### src/rtl/lcd_refresh_sched.sv
// rtl/lcd_refresh_sched.sv - 2x16 character LCD refresh scheduler; define LCD_DIRTY_SKIP_EN to skip refreshes of an unchanged screen
module lcd_refresh_sched #(
    parameter int IDLE_CYCLES = 50000
) (
    input  logic       CLK,
    input  logic       RESET_N,
    input  logic       init_done,
    input  logic       wr_en,
    input  logic [4:0] wr_addr,
    input  logic [7:0] wr_data,
    output logic       send_cmd,
    output logic [3:0] cmd_nibble,
    output logic       lcd_rs,
    output logic       read_busy,
    input  logic       cmd_done,
    output logic       refresh_busy,
    output logic       frame_done
);

    localparam int CNT_W = (IDLE_CYCLES > 1) ? $clog2(IDLE_CYCLES) : 1;
    localparam logic [CNT_W-1:0] CNT_LAST = CNT_W'(IDLE_CYCLES - 1);

    typedef enum logic [2:0] {
        S_WAIT_INIT,
        S_ADDR_HI,
        S_ADDR_LO,
        S_CHAR_HI,
        S_CHAR_LO,
        S_PAUSE
    } state_t;

    state_t           state_q, state_d;
    logic             line_q, line_d;
    logic [3:0]       col_q, col_d;
    logic [CNT_W-1:0] pause_cnt_q, pause_cnt_d;
    logic             pending_q, pending_d;
    logic [7:0]       char_q, char_d;
    logic [7:0]       buf_q [32];
    logic [7:0]       buf_d [32];
    logic             leave_idle;
    logic [4:0]       idx;
    logic [7:0]       hi_char;
`ifdef LCD_DIRTY_SKIP_EN
    logic             dirty_q, dirty_d;
`endif

    always_comb begin
        state_d     = state_q;
        line_d      = line_q;
        col_d       = col_q;
        pause_cnt_d = pause_cnt_q;
        pending_d   = pending_q;
        char_d      = char_q;
        buf_d       = buf_q;
        send_cmd    = 1'b0;
        frame_done  = 1'b0;
        leave_idle  = 1'b0;
        idx         = {line_q, col_q};
        // Until the request is issued the latch is not loaded yet, so show the buffer value it will capture.
        hi_char     = pending_q ? char_q : buf_q[idx];

        if (wr_en) begin
            buf_d[wr_addr] = wr_data;
        end

        case (state_q)
            S_WAIT_INIT: begin
                if (init_done) begin
                    state_d    = S_ADDR_HI;
                    line_d     = 1'b0;
                    col_d      = 4'd0;
                    leave_idle = 1'b1;
                end
            end
            S_PAUSE: begin
                if (!init_done) begin
                    state_d     = S_WAIT_INIT;
                    pause_cnt_d = '0;
                end else if (pause_cnt_q == CNT_LAST) begin
`ifdef LCD_DIRTY_SKIP_EN
                    if (dirty_q) begin
                        state_d     = S_ADDR_HI;
                        line_d      = 1'b0;
                        col_d       = 4'd0;
                        pause_cnt_d = '0;
                        leave_idle  = 1'b1;
                    end
`else
                    state_d     = S_ADDR_HI;
                    line_d      = 1'b0;
                    col_d       = 4'd0;
                    pause_cnt_d = '0;
                    leave_idle  = 1'b1;
`endif
                end else begin
                    pause_cnt_d = pause_cnt_q + 1'b1;
                end
            end
            default: begin
                if (!pending_q) begin
                    if (init_done) begin
                        send_cmd  = 1'b1;
                        pending_d = 1'b1;
                        if (state_q == S_CHAR_HI) begin
                            char_d = buf_q[idx];
                        end
                    end else begin
                        state_d = S_WAIT_INIT;
                    end
                end else if (cmd_done) begin
                    pending_d = 1'b0;
                    case (state_q)
                        S_ADDR_HI: state_d = S_ADDR_LO;
                        S_ADDR_LO: state_d = S_CHAR_HI;
                        S_CHAR_HI: state_d = S_CHAR_LO;
                        default: begin
                            if (col_q == 4'd15) begin
                                col_d = 4'd0;
                                if (!line_q) begin
                                    line_d  = 1'b1;
                                    state_d = S_ADDR_HI;
                                end else begin
                                    line_d      = 1'b0;
                                    state_d     = S_PAUSE;
                                    pause_cnt_d = '0;
                                    frame_done  = 1'b1;
                                end
                            end else begin
                                col_d   = col_q + 4'd1;
                                state_d = S_CHAR_HI;
                            end
                        end
                    endcase
                    if (!init_done) begin
                        state_d = S_WAIT_INIT;
                    end
                end
            end
        endcase
    end

`ifdef LCD_DIRTY_SKIP_EN
    always_comb begin
        dirty_d = wr_en | (dirty_q & ~leave_idle);
    end

    always_ff @(posedge CLK or negedge RESET_N) begin
        if (!RESET_N) begin
            dirty_q <= 1'b0;
        end else begin
            dirty_q <= dirty_d;
        end
    end
`endif

    always_comb begin
        cmd_nibble   = 4'd0;
        lcd_rs       = 1'b0;
        read_busy    = 1'b0;
        refresh_busy = 1'b1;
        case (state_q)
            S_ADDR_HI: cmd_nibble = line_q ? 4'hC : 4'h8;
            S_ADDR_LO: read_busy = 1'b1;
            S_CHAR_HI: begin
                cmd_nibble = hi_char[7:4];
                lcd_rs     = 1'b1;
            end
            S_CHAR_LO: begin
                cmd_nibble = char_q[3:0];
                lcd_rs     = 1'b1;
                read_busy  = 1'b1;
            end
            default: refresh_busy = 1'b0;
        endcase
    end

    always_ff @(posedge CLK or negedge RESET_N) begin
        if (!RESET_N) begin
            state_q     <= S_WAIT_INIT;
            line_q      <= 1'b0;
            col_q       <= 4'd0;
            pause_cnt_q <= '0;
            pending_q   <= 1'b0;
            char_q      <= 8'h20;
            for (int i = 0; i < 32; i++) begin
                buf_q[i] <= 8'h20;
            end
        end else begin
            state_q     <= state_d;
            line_q      <= line_d;
            col_q       <= col_d;
            pause_cnt_q <= pause_cnt_d;
            pending_q   <= pending_d;
            char_q      <= char_d;
            buf_q       <= buf_d;
        end
    end

endmodule

### config.mk
export PLATFORM = sky130hd
export DESIGN_NAME = lcd_refresh_sched
export DESIGN_NICKNAME = d
export VERILOG_FILES = /design/src/rtl/lcd_refresh_sched.sv
export SDC_FILE = /design/constraint.sdc
export NUM_CORES = 1
export LEC_CHECK = 0
export CORE_MARGIN = 3
export CORE_UTILIZATION = 49
export CTS_BUF_LIST = sky130_fd_sc_hd__clkbuf_16
export CTS_CLUSTER_SIZE = 20
export DETAILED_ROUTE_END_ITERATION = 6
export GPL_TIMING_DRIVEN = 0
export PLACE_DENSITY = 0.65
export SLEW_MARGIN = 5
export SYNTH_ARGS = -nofsm -noshare
export SYNTH_HDL_FRONTEND = slang
export SYNTH_SLANG_ARGS = --single-unit
### constraint.sdc
create_clock -name CLK -period 4.15 [get_ports CLK]
set_input_delay 1.245 -clock CLK [delete_from_list [all_inputs] [get_ports CLK]]
set_output_delay 1.245 -clock CLK [all_outputs]
set_load 0.05 [all_outputs]
==> results of run 1 <==
[registers in the layout (all words and copies together) (netlist names)]
signal       flops
buf_q          256
char_q           8
col_q            4
line_q           1
pause_cnt_q     16
pending_q        1
state_q          3
[cells in the mapped netlist, drive strengths merged (4+ instances only)]
| cell | instances |
|---|---|
| mux2 | 257 |
| dfrtp | 256 |
| mux2i | 65 |
| a22oi | 43 |
| clkbuf | 43 |
| nand2 | 43 |
| nor2 | 43 |
| mux4 | 36 |
| dfstp | 33 |
| a21oi | 31 |
| buf | 22 |
| o21ai | 19 |
| nand3 | 10 |
| and3 | 9 |
| nand2b | 8 |
| nor3 | 8 |
| inv | 7 |
| nand4 | 7 |
| nor2b | 7 |
| xor2 | 7 |
| and2 | 6 |
| or3 | 6 |
| or2 | 5 |
| or4 | 5 |
| a31oi | 4 |
| nand3b | 4 |
| nor3b | 4 |
[worst register-to-register path, stage by stage, from the launching register on]
cell and delay, ns:
sky130_fd_sc_hd__dfrtp_1 0.34, sky130_fd_sc_hd__buf_4 0.21, sky130_fd_sc_hd__buf_2 0.33, sky130_fd_sc_hd__clkbuf_1 0.65
sky130_fd_sc_hd__mux4_2 0.48, sky130_fd_sc_hd__a22oi_1 0.18, sky130_fd_sc_hd__nand2_1 0.13, sky130_fd_sc_hd__a21oi_1 0.19
sky130_fd_sc_hd__a21oi_1 0.09
[power by group through the flow]
stage	combinational, mW	sequential [mW]	clock, mW
2_1_floorplan	2.26	3.71	0
3_3_place_gp	3.08	3.80	0
3_5_place_dp	3.13	3.81	0
4_1_cts	3.13	3.77	2.98
5_1_grt	3.39	3.85	3.11
6_report	3.17	3.78	2.93
[per-layer routing]
metal	part of all wire	wire (um)	vias up	GRT usage
met5	0.00040	14	-	0
met4	0.020	690	2	0.0546
met3	0.052	1790	56	0.0454
met2	0.46	15800	207	0.358
met1	0.47	16400	4537	0.339
li1	-	-	3896	-
[per-stage QoR]
| stage | hold WS, ns | TNS, ns | instances | power, mW |
|---|---|---|---|---|
| after floorplan | 0.446 | 0 | 1018 | 5.97 |
| after global placement | 0.457 | -2969.28 | 1412 | 6.88 |
| after detailed placement | 0.463 | -0.481 | 1414 | 6.94 |
| after CTS | 0.468 | 0 | 1475 | 9.88 |
| after global routing | 0.482 | 0 | 1476 | 10.3 |
| final | 0.466 | 0 | 1476 | 9.88 |
[how the worst min path moves through the flow]
stage / from / endpoint / slack [ns] / cells after the start
2_1_floorplan: char_q[5] / char_q[5] / 0.45 / 2
4_1_cts: char_q[5] / char_q[5] / 0.47 / 2
3_3_place_gp: char_q[5] / char_q[5] / 0.46 / 2
3_5_place_dp: char_q[5] / char_q[5] / 0.46 / 2
6_report: char_q[5] / char_q[5] / 0.47 / 2
5_1_grt: char_q[5] / char_q[5] / 0.48 / 2
[layout make-up]
| type | count | area, um2 | share of cell area |
|---|---|---|---|
| sequential | 289 | 7280 | 0.463 |
| multi-input combinational | 657 | 6180 | 0.393 |
| clock buffer | 37 | 926 | 0.0589 |
| tap | 372 | 465 | 0.0296 |
| buffer | 65 | 392 | 0.0249 |
| timing repair buffer | 24 | 267 | 0.0170 |
| clock inverter | 24 | 180 | 0.0115 |
| inverter | 7 | 26.3 | 0.00167 |
| antenna | 1 | 2.50 | 0.000159 |
[cell families (layout without fill, tap and decap cells)]
family          Yosys count  after routing
compound gates          115            115
other cells               0              1
fa+ha+maj                 2              2
simple gates            173            173
buf+inv                  72            157
xor+xnor                  9              9
mux                     358            358
flops                   289            289
[what timing repair did]
| item | 4_1_cts | 5_1_grt |
|---|---|---|
| endpoints found under the hold margin | 0 | 0 |
| setup endpoints to repair | 6 | 6 |
| gates cloned | 0 | 0 |
| resized for setup | 26 | 13 |
==> results.txt, run 1 <==
- At the end of the flow, the number of nets in the layout was 1098.
- The critical path starts at col_q[0].
- Aggregate global-route resource usage: 0.231
- For this design the ratio of total power to cell area is between 600 and 700 nW/um2.
- Static timing analysis puts the maximum clock frequency at roughly 250 MHz.
- The initial utilization of the core area, before any placement, comes to 0.507.
- Final setup skew: approximately 0.011 ns
- Of the post-synthesis cell area, the dominant cell type holds 0.463.
- Post-layout worst setup margin: about 0.073 ns
- The share of total power dissipated in the clock network is 0.296.
- The worst setup path is captured at an output pin.
- Design area: roughly 16000 um2
- The library cells used most frequently in the layout, excluding fill and tap cells, are sky130_fd_sc_hd__mux2_2, sky130_fd_sc_hd__dfrtp_1, sky130_fd_sc_hd__mux2i_1.
* Filler cell count in the final layout: ~2300
- The flow ran to the end, and the final reports show no timing, DRC or antenna violations.
- Distinct cell type count after synthesis: 61
* Number of iterations in the first detailed-routing pass: 5
- Final critical path time including I/O delays and setup: around 4.1 ns
* Area Growth Syn to Fin: 13.5%
- Overall die area: around 30000 um2
- At the pin with the least slew margin, the transition time is 1.24 ns.
* Die width: 174 um
- Count of warnings emitted by yosys: 0
- The number of nets in the synthesized netlist is approximately 1000.
- Buffers inserted during post-CTS setup optimization: 0
* HPWL after detailed placement: ~24000 um
* Crit path required time: ~2.9 ns
- Skew-Pair Late Insertion Delay: 0.51 ns
- In this run, synthesis inferred 0 flip-flops with an integrated enable.
* Fraction of the cycle the final worst path needs: 0.982
* Highest ir drop seen on vdd: 0.447 mV
* Wire length of the first global-routing pass: 53800 um
* Vias in the first global route: 8780
* Hold buffer count at CTS: 0
- Vias: just under 9000
- Setup repair after global routing left no endpoint under its margin.
- After global routing the overflow that remains totals 0.
* Starting DRT DRC Count: 715
- The number of max-slew violations in the final report is 0.
* Crit path buffers/inverters: 4
* Crit path capture: cmd_nibble[2]
- The floorplan step set the die height to around 170 um.
* Number of maximum-capacitance violations: 0
* Routed Wire Length: between 30000 and 40000 um
* Int Power: around 6.7 mW
- Post-synthesis instance area: 13800 um2
- For this run, asynchronously set or reset flops after synthesis account for 1.00.
* Most area-consuming cells after synthesis: sky130_fd_sc_hd__dfrtp_1, sky130_fd_sc_hd__mux2_2, sky130_fd_sc_hd__dfstp_2, sky130_fd_sc_hd__mux4_2, sky130_fd_sc_hd__mux2i_1
- Largest area contributor in the synthesized netlist: sky130_fd_sc_hd__dfrtp_1
* Total clock buffers created by CTS: 34
* Syn avg cell area: around 14 um2
- Counting every instance in the synthesized netlist gives a little over 1000.
* Combinational family with the most area after synthesis: multiplexers
* RR Endpoint: char_q[2]
- Switching Power: 3.17 mW
* Mux share of post-synthesis cell area: 0.316
- The post-synthesis compound-gate area fraction was 0.0548.
- The critical path goes through buf_12, buf_12, nor2_4, buf_6, a22oi_1, a21oi_1, or4_4, o21ai_1, buf_4.
- The share of total power dissipated in sequential elements is 0.383.
* Arrival time reported for the critical path endpoint: ~2.8 ns
- The min-delay analysis places its worst path in the category flop to flop.
- Most frequent standard cell in the layout excluding fill and tap cells: sky130_fd_sc_hd__mux2_2
* Largest net degree at the start of global routing: approximately 120
- The floorplan has 60 rows.
* Antenna violations before repair: 2
- Maximum fanout count along the critical path: 10
- Classification of the worst setup path: flop to output pin
* Combinational cell fraction of total power: 0.321
- Placed cell areas: ~15000 um2
* Adder-Cell Fraction of Synth Area: 0.00181
- The setup check on the worst reg-to-reg path leaves a slack of approximately 1.4 ns.
- At the placement stage, the worst setup path has a slack of -0.252 ns.
- Switching fraction of total power: 0.320
- The floorplan step defined a core boundary enclosing 27300 um2.
- The longest clock path from root to sink contains 3 buffers.
- TritonCTS built the clock tree.
- Clock-pin slew was measured on the worst setup and hold paths at roughly 0.06 ns.
- In this design, the stage delay of the slowest critical-path cell is ~0.54 ns.
- 27 I/O pins were placed.
* Buffers on Ports: 22
* Remaining routing DRC violations: 0
- Xor and xnor fraction of the mapped netlist area: 0.00570
- Logic depth of the worst setup path including buffers: 9
- Using the TritonRoute via totals, the vias-per-cell ratio works out to between 5 and 6.
- The tree is rooted in a sky130_fd_sc_hd__clkbuf_16.
- In the final layout, the share of cells above drive strength 1 is 0.381.
- Of the total synthesized cell area, the portion taken by AND, OR, NAND and NOR gates is 0.0679.
* Sequential cell area fraction in the yosys report: 0.525
- Worst slew margin relative to its limit: 0.173
- Setup violations remaining at the end of the flow were counted as 0.
- Number of antenna-violating nets in the routed design: 0
- Among the stages of the critical path, the cell type that occurs most often is sky130_fd_sc_hd__buf_12.
* Dominant synthesized flop cell: sky130_fd_sc_hd__dfrtp_1
- Leakage power figure: 6.94 nW
- The clock drives about 290 sinks.
* Wire length per cell after detailed routing: 23.5 um
- Endpoints failing hold: 0
- The worst register-to-register path has a depth of 8.
* Routability cong.: between 0.8 and 0.9
- Nature of the critical path startpoint: flop
* Reg-to-reg critical path startpoint: col_q[1]
- CP max stage cell: sky130_fd_sc_hd__or4_4
- Largest delay contributor family on the critical path: buffers and inverters
* Htree depth: 2
* Final core occ: 0.575
- FF+latch count, synth: just under 300
Power figures use the tool's default switching activity.
==> inputs of run 2 (changes only) <==
--- a/config.mk
+++ b/config.mk
@@ -5,7 +5,7 @@
 export SDC_FILE = /design/constraint.sdc
 export NUM_CORES = 1
 export LEC_CHECK = 0
-export CORE_MARGIN = 3
+export CORE_MARGIN = 2
 export CORE_UTILIZATION = 49
 export CTS_BUF_LIST = sky130_fd_sc_hd__clkbuf_16
 export CTS_CLUSTER_SIZE = 20
==> run 2 against run 1 <==
  * Non-clock buffer count rose by 1
  * Die area decreased by 2.3%
  * Wire length fell by 1.9%
  * Final cell count rose by 0.54%
  * Worst hold slack gained 0.0077 ns
  * Clock skew up 0.011 ns
  * Clock-buffer cell count unchanged
  * Largest power group unchanged
==> results.txt, run 2 (synthesis gave the netlist of run 1 again) <==
- The worst setup path startpoint is col_q[0] (unchanged).
- Final Setup Violations: 0 (unchanged)
* Final critical path time including I/O delays and setup: 4.07 ns (was 4.08 ns)
- The met3 global-route usage came to 0.0378 (was 0.0454).
- Detail-routed via count per cell: 5.85 (was 5.89)
- The most crowded layer after global routing is met2 (unchanged).
* Die width: 172 um (was 174 um)
* Starting Density: 0.498 (was 0.507)
- The power density over the cells is 623 nW/um2 (was 629 nW/um2).
- The worst endpoint required time came to 2.90 ns (about the same).
- Total clock buffers created by CTS: 34 (unchanged)
* Final core occ: 0.565 (was 0.575)
- Buffer cell driving the clock tree root: sky130_fd_sc_hd__clkbuf_16 (unchanged)
- Register with the most flip-flops: buf_q (unchanged)
- The slowest library cell on the worst path was sky130_fd_sc_hd__or4_4 (unchanged).
* Height of the die: 172 um (was 174 um)
* Fraction of layout instances using a drive strength above 1: 0.376 (was 0.381)
- The number of max-cap violations came to 0 (unchanged).
- Wire length per cell after detailed routing: 22.9 um (was 23.5 um)
- Placeable core area: 27800 um2 (was 27300 um2)
- Aggregate global-route resource usage: 0.242 (was 0.231)
* Worst slew margin relative to its limit: 0.170 (was 0.173)
- Routed Wire Length: 34000 um (was 34700 um)
- The number of hold-repair buffers added at the cts stage is 0 (unchanged).
- The kind of launch point of the worst setup path is a flop (unchanged).
- The number of max-slew violations in the final report is 0 (unchanged).
* Placement Rows: 61 (was 60)
- Leakage power figure: 6.93 nW (was 6.94 nW)
- The die outline area came to 29600 um2 (was 30300 um2).
- The nature of the critical path endpoint is an output pin (unchanged).
- The initial detailed-routing violation count was 707 (was 715).
- The global-route met1 utilization was 0.349 (was 0.339).
- Wire length of the first global-routing pass: 53500 um (was 53800 um)
* Highest ir drop seen on vdd: 0.262 mV (was 0.447 mV)
- The placed wire-length estimate after detailed placement is 23400 um (was 23700 um).
- The actual transition at the worst max-transition pin is 1.24 ns (about the same).
* Path class of the lowest-slack min-delay path: flop to flop (unchanged)
- Vias: 8688 (was 8698)
* Hold Worst Slack: 0.473 ns (was 0.466 ns)
* Number of iterations in the first detailed-routing pass: 5 (unchanged)
* Number of antenna-violating nets in the routed design: 0 (unchanged)
- The number of nets in the finished design is 1099 (was 1098).
- The final critical-path share of the clock period is 0.981 (was 0.982).
- The maximum achievable frequency is 246 MHz (was 245 MHz).
- Skew-Pair Late Insertion Delay: 0.52 ns (was 0.51 ns)
- The initial antenna violation count came to 1 (was 2).
* Flip-flop count of the largest register after layout: 256 (unchanged)
* Clock Pin Slew Worst Setup and Hold Paths: 0.05 ns (was 0.06 ns)
- Run status: completed (unchanged).
- Slowest stage delay, CP: 0.53 ns (was 0.54 ns)
* Buffers on Ports: 22 (unchanged)
* Global-route met2 utilization: 0.377 (was 0.358)
* Top-Level Pins: 27 (unchanged)
- The number of global-route vias before repair was 8901 (was 8780).
- Chain of cells forming the critical path: buf_8, buf_12, nor2_4, buf_6, a22oi_1, a21oi_1, or4_4, o21ai_1, clkbuf_4 (was buf_12, buf_12, nor2_4, buf_6, a22oi_1, a21oi_1, or4_4, o21ai_1, buf_4)
- The final setup skew came to 0.0217 ns (was 0.0108 ns).
* Classification of the worst setup path: flop to output pin (unchanged)
- Number of sinks on the clock net: 289 (unchanged)
- The global placement routability congestion was 0.893 (was 0.843).
* Reg-to-reg critical path startpoint: col_q[1] (unchanged)
* Maximum count of clock buffers along a single path: 3 (unchanged)
- The pin count of the biggest net entering global routing is 117 (unchanged).
* Remaining routing DRC violations: 0 (unchanged)
- The source of the worst hold timing path is char_q[5] (unchanged).
- The largest fanout on the critical path came to 10 (unchanged).
- The number of levels the H-tree was split into is 2 (unchanged).
- The final sum of negative setup slack came to 0 ns (unchanged).
- Endpoints failing hold: 0 (unchanged)
- The CTS tree was done (unchanged).
* Area Growth Syn to Fin: 13.4% (was 13.5%)
- Top Registers: buf_q x256, pause_cnt_q x16, char_q x8 (unchanged).
* RSZ-0062 raised after global routing: no (unchanged)
* Arrival time reported for the critical path endpoint: 2.83 ns (about the same)
- Commonest non-fill, non-tap cells in the layout: sky130_fd_sc_hd__mux2_2, sky130_fd_sc_hd__dfrtp_1, sky130_fd_sc_hd__mux2i_1 (unchanged)
- Remaining global-route overflow: 0 (unchanged)
[run 2: power by group]
group | switching [mW] | internal (mW) | total, mW
registers | 0.324 | 3.45 | 3.78
logic | 1.67 | 1.47 | 3.14
clock network | 1.15 | 1.72 | 2.87
[run 2: layout make-up]
class	count	area, um2
fill	2336	12100
sequential	289	7270
multi-input combinational	657	6180
clock buffer	37	926
tap	378	473
buffer	65	387
timing repair buffer	25	275
clock inverter	25	151
inverter	7	26.3
antenna	1	2.50
[run 2: worst paths after layout]
check,end,slack [ns],cells after the start
min reg2reg,char_q[5],0.47,2
min in group asynchronous,buf_q[32],0.66,1
min,char_q[5],0.47,2
max in group asynchronous,col_q[2],2.43,2
max reg2reg,char_q[1],1.50,8
max,cmd_nibble[3],0.08,9
[run 2: timing repair]
item,CTS,global route
gates cloned,0,0
buffers inserted,0,1
endpoints found under the setup margin,6,6
resized for setup,22,16
[run 2: routing by layer]
| metal | wire (um) | part of all wire |
|---|---|---|
| met1 | 16100 | 0.47 |
| met2 | 15200 | 0.45 |
| met3 | 1650 | 0.048 |
| met4 | 1150 | 0.034 |
| met5 | 0 | 0 |
[run 2: worst max-delay path, delay by kind of cell (launching register included)]
kind,cells,cell delay (ns)
flops,1,0.41
simple gates,2,0.61
compound gates,3,0.52
buf+inv,4,0.79
[run 2: stage by stage]
step / cell area (um2) / setup slack [ns] / std cells / power, mW
floorplan: 13800 / 0.502 / 1018 / 5.97
global placement: 14500 / -10.77 / 1418 / 6.87
detailed placement: 14600 / -0.234 / 1420 / 6.92
CTS: 15600 / 0.00289 / 1482 / 9.78
global route: 15700 / 0.00245 / 1483 / 10.3
finish: 15700 / 0.0777 / 1484 / 9.78
==> inputs of run 3 (changes only) <==
--- a/config.mk
+++ b/config.mk
@@ -5,6 +5,7 @@
 export SDC_FILE = /design/constraint.sdc
 export NUM_CORES = 1
 export LEC_CHECK = 0
+export CORE_ASPECT_RATIO = 0.6
 export CORE_MARGIN = 2
 export CORE_UTILIZATION = 49
 export CTS_BUF_LIST = sky130_fd_sc_hd__clkbuf_16
==> run 3 against run 2 <==
  * The run now ends with negative setup slack left
  * Worst setup slack got worse by 0.078 ns
  * Utilization is 0.24 points lower
  * Global-route usage is essentially flat
  * Sequential power about the same
  * Critical path type unchanged
  * Final cell count shrank 1.4%
  * Total power is 0.97% lower
  * Critical path depth did not move
  * Design area fell by 0.73%
  * Worst hold slack worse by 0.0079 ns
==> results.txt, run 3 (synthesis gave the netlist of run 1 again) <==
- CTS tree: done (unchanged)
- The area growth from synthesis to final layout is 12.6% (was 13.4%).
- Leakage power figure: 6.86 nW (was 6.93 nW)
* Power density relative to cell area: 622 nW/um2 (was 623 nW/um2)
- The data arrival time at the worst-slack endpoint came to 2.91 ns (was 2.83 ns).
- Fraction of the cycle the final worst path needs: 1.00 (was 0.981)
- Routability cong.: 0.861 (was 0.893)
* Final critical path time including I/O delays and setup: 4.15 ns (was 4.07 ns)
- Height of the die: 134 um (was 172 um)
* Capturing element type of the critical path: output pin (unchanged)
- Most frequent standard cell in the layout excluding fill and tap cells: sky130_fd_sc_hd__dfrtp_1
- The class of the most critical setup path was flop to output pin (unchanged).
* Endpoints failing hold: 0 (unchanged)
* Number of cells traversed by the worst hold path: 2 (unchanged)
- Remaining routing DRC violations: 0 (unchanged)
* Number of antenna-violating nets in the routed design: 0 (unchanged)
- The latest clock arrival within the worst-skew pair was 0.57 ns (was 0.52 ns).
- The number of max-slew violations in the final report is 0 (unchanged).
* CP max stage cell: sky130_fd_sc_hd__or4_4 (unchanged)
- The clock slew seen by the registers of the worst setup and hold paths was 0.07 ns (was 0.05 ns).
* Hold buffer count at CTS: 0 (unchanged)
- The maximum clock path buffer count is 3 (unchanged).
- Largest net degree at the start of global routing: 109 (was 117)
- Total clock buffers created by CTS: 28 (was 34)
- The worst endpoint required time was 2.90 ns (about the same).
* Placement Rows: 47 (was 61)
- The first-pass GRT wire length is 54400 um (was 53500 um).
- The initial core utilization was 0.500 (was 0.498).
- Top Registers: buf_q x256, pause_cnt_q x16, char_q x8 (unchanged)
- The total global-route track usage was 0.243 (was 0.242).
- Path class of the lowest-slack min-delay path: flop to flop (unchanged)
- Number of iterations in the first detailed-routing pass: 5 (unchanged)
* Placed cell areas: 14600 um2 (about the same)
- Commonest non-fill, non-tap cells in the layout: sky130_fd_sc_hd__dfrtp_1, sky130_fd_sc_hd__mux2_2, sky130_fd_sc_hd__mux2i_1 (was sky130_fd_sc_hd__mux2_2, sky130_fd_sc_hd__dfrtp_1, sky130_fd_sc_hd__mux2i_1)
- The number of top-level pins came to 27 (unchanged).
* Overall die area: 29700 um2 (was 29600 um2)
- The root cell of the clock tree is sky130_fd_sc_hd__clkbuf_16 (unchanged).
- Final setup skew: 0.0137 ns (was 0.0217 ns)
* RSZ-0062 raised after global routing: yes (was no)
* Nets: 1093 (was 1099)
* Design area: 15600 um2 (was 15700 um2)
- HPWL after detailed placement: 24600 um (was 23400 um)
- The length in cells of the worst reg-to-reg path was 8 (unchanged).
- Run status: complete, but fails checks (was completed)
- The checks that failed: negative setup slack.
- Chain of cells forming the critical path: buf_12, buf_12, nor2_4, buf_6, a22oi_1, a21oi_1, or4_4, o21ai_1, buf_6 (was buf_8, buf_12, nor2_4, buf_6, a22oi_1, a21oi_1, or4_4, o21ai_1, clkbuf_4)
- The relative slew slack is 0.232 (was 0.170).
- The smallest setup slack after layout is -0.000630 ns (was 0.0777 ns).
- The number of levels the H-tree was split into was 1 (was 2).
- Highest ir drop seen on vdd: 0.531 mV (was 0.262 mV)
- Nature of the critical path startpoint: flop (unchanged)
- Routed Wire Length: 35100 um (was 34000 um)
- Final Setup Violations: 1 (was 0)
- Placed cell count: 1409 (was 1420)
- Worst-Margin Slew: 1.15 ns (was 1.24 ns)
- The floorplan core area was 27700 um2 (was 27800 um2).
- Wire length per cell after detailed routing: 24.0 um (was 22.9 um)
- Vias: 8740 (was 8688)
- The initial antenna violation count is 3 (was 1).
- The number of port buffers is 22 (unchanged).
- The share of cells above drive strength 1 is 0.379 (was 0.376).
* Maximum operating frequency: 241 MHz (was 246 MHz)
- Die width: 221 um (was 172 um)
* Number of maximum-capacitance violations: 0 (unchanged)
- The total grt overflow was 0 (unchanged).
- The largest register by flop count is buf_q (unchanged).
- Maximum fanout count along the critical path: 10 (unchanged)
* Starting DRT DRC Count: 960 (was 707)
- The post-layout instance count excluding filler cells is 1463 (was 1484).
* Detail-routed via count per cell: 5.97 (was 5.85)
- The number of global-route vias before repair came to 8722 (was 8901).
* Flip-flop count of the largest register after layout: 256 (unchanged)
- Slowest stage delay, CP: 0.54 ns (was 0.53 ns)
* Number of sinks on the clock net: 289 (unchanged)
-- run 3: changes by cell type in the layout (fill, tap and decap cells not counted), moves of 3 or more --
cell | before | now
sky130_fd_sc_hd__clkbuf_16 | 37 | 28
sky130_fd_sc_hd__inv_1 | 17 | 11
sky130_fd_sc_hd__bufinv_16 | 2 | 5
sky130_fd_sc_hd__buf_6 | 13 | 16
-- run 3: area by class of cell --
| class | instances | area [um2] |
|---|---|---|
| sequential | 289 | 7270 |
| tap | 367 | 459 |
| inverter | 7 | 26.3 |
| clock buffer | 28 | 701 |
| clock inverter | 24 | 245 |
| timing repair buffer | 25 | 285 |
| fill | 2249 | 12100 |
| buffer | 65 | 395 |
| multi-input combinational | 657 | 6190 |
| antenna | 1 | 2.50 |
-- run 3: routing by layer --
layer  GRT usage  wire length (um)  vias up
li1            -                 -     3893
met1       0.387             17900     4570
met2       0.323             14000      234
met3      0.0780              2770       39
met4      0.0410               476        4
met5           0                24        -
-- run 3: worst max-delay path, delay by kind of cell, from the launching register on --
family / cells / cell delay, ns
AO/OA/AOI/OAI: 3 / 0.56
buffers and inverters: 4 / 0.73
AND/OR/NAND/NOR: 2 / 0.62
flip-flops: 1 / 0.42
-- run 3: worst paths after layout --
path / from / to / slack (ns)
min in group asynchronous: RESET_N / buf_q[132] / 0.67
worst min-delay path: char_q[5] / char_q[5] / 0.47
worst min register to register: char_q[5] / char_q[5] / 0.47
worst max register to register: col_q[1] / char_q[0] / 1.33
worst max-delay path: col_q[0] / cmd_nibble[1] / -0.0006
max in group asynchronous: RESET_N / buf_q[117] / 2.07
-- run 3: power by group --
group / switching [mW] / leakage, nW / internal (mW)
logic: 1.74 / 2.76 / 1.50
registers: 0.331 / 3.62 / 3.45
clock network: 1.14 / 0.484 / 1.54
-- run 3: what timing repair did --
| action | CTS | global route |
|---|---|---|
| endpoints found under the setup margin | 6 | 6 |
| buffers inserted | 0 | 1 |
| gates resized for setup | 26 | 20 |
-- run 3: stage by stage --
step,setup WS [ns],utilization,power [mW],hold slack [ns],TNS [ns]
4_1_cts,-0.0527,0.560,9.64,0.467,-0.0527
6_report,-0.000630,0.563,9.69,0.466,-0.000630
2_1_floorplan,0.502,-,5.97,0.446,0
5_1_grt,-0.0657,0.563,10.2,0.499,-0.142
3_3_place_gp,-10.78,0.524,6.90,0.457,-2977.66
3_5_place_dp,-0.241,0.526,6.96,0.458,-0.408
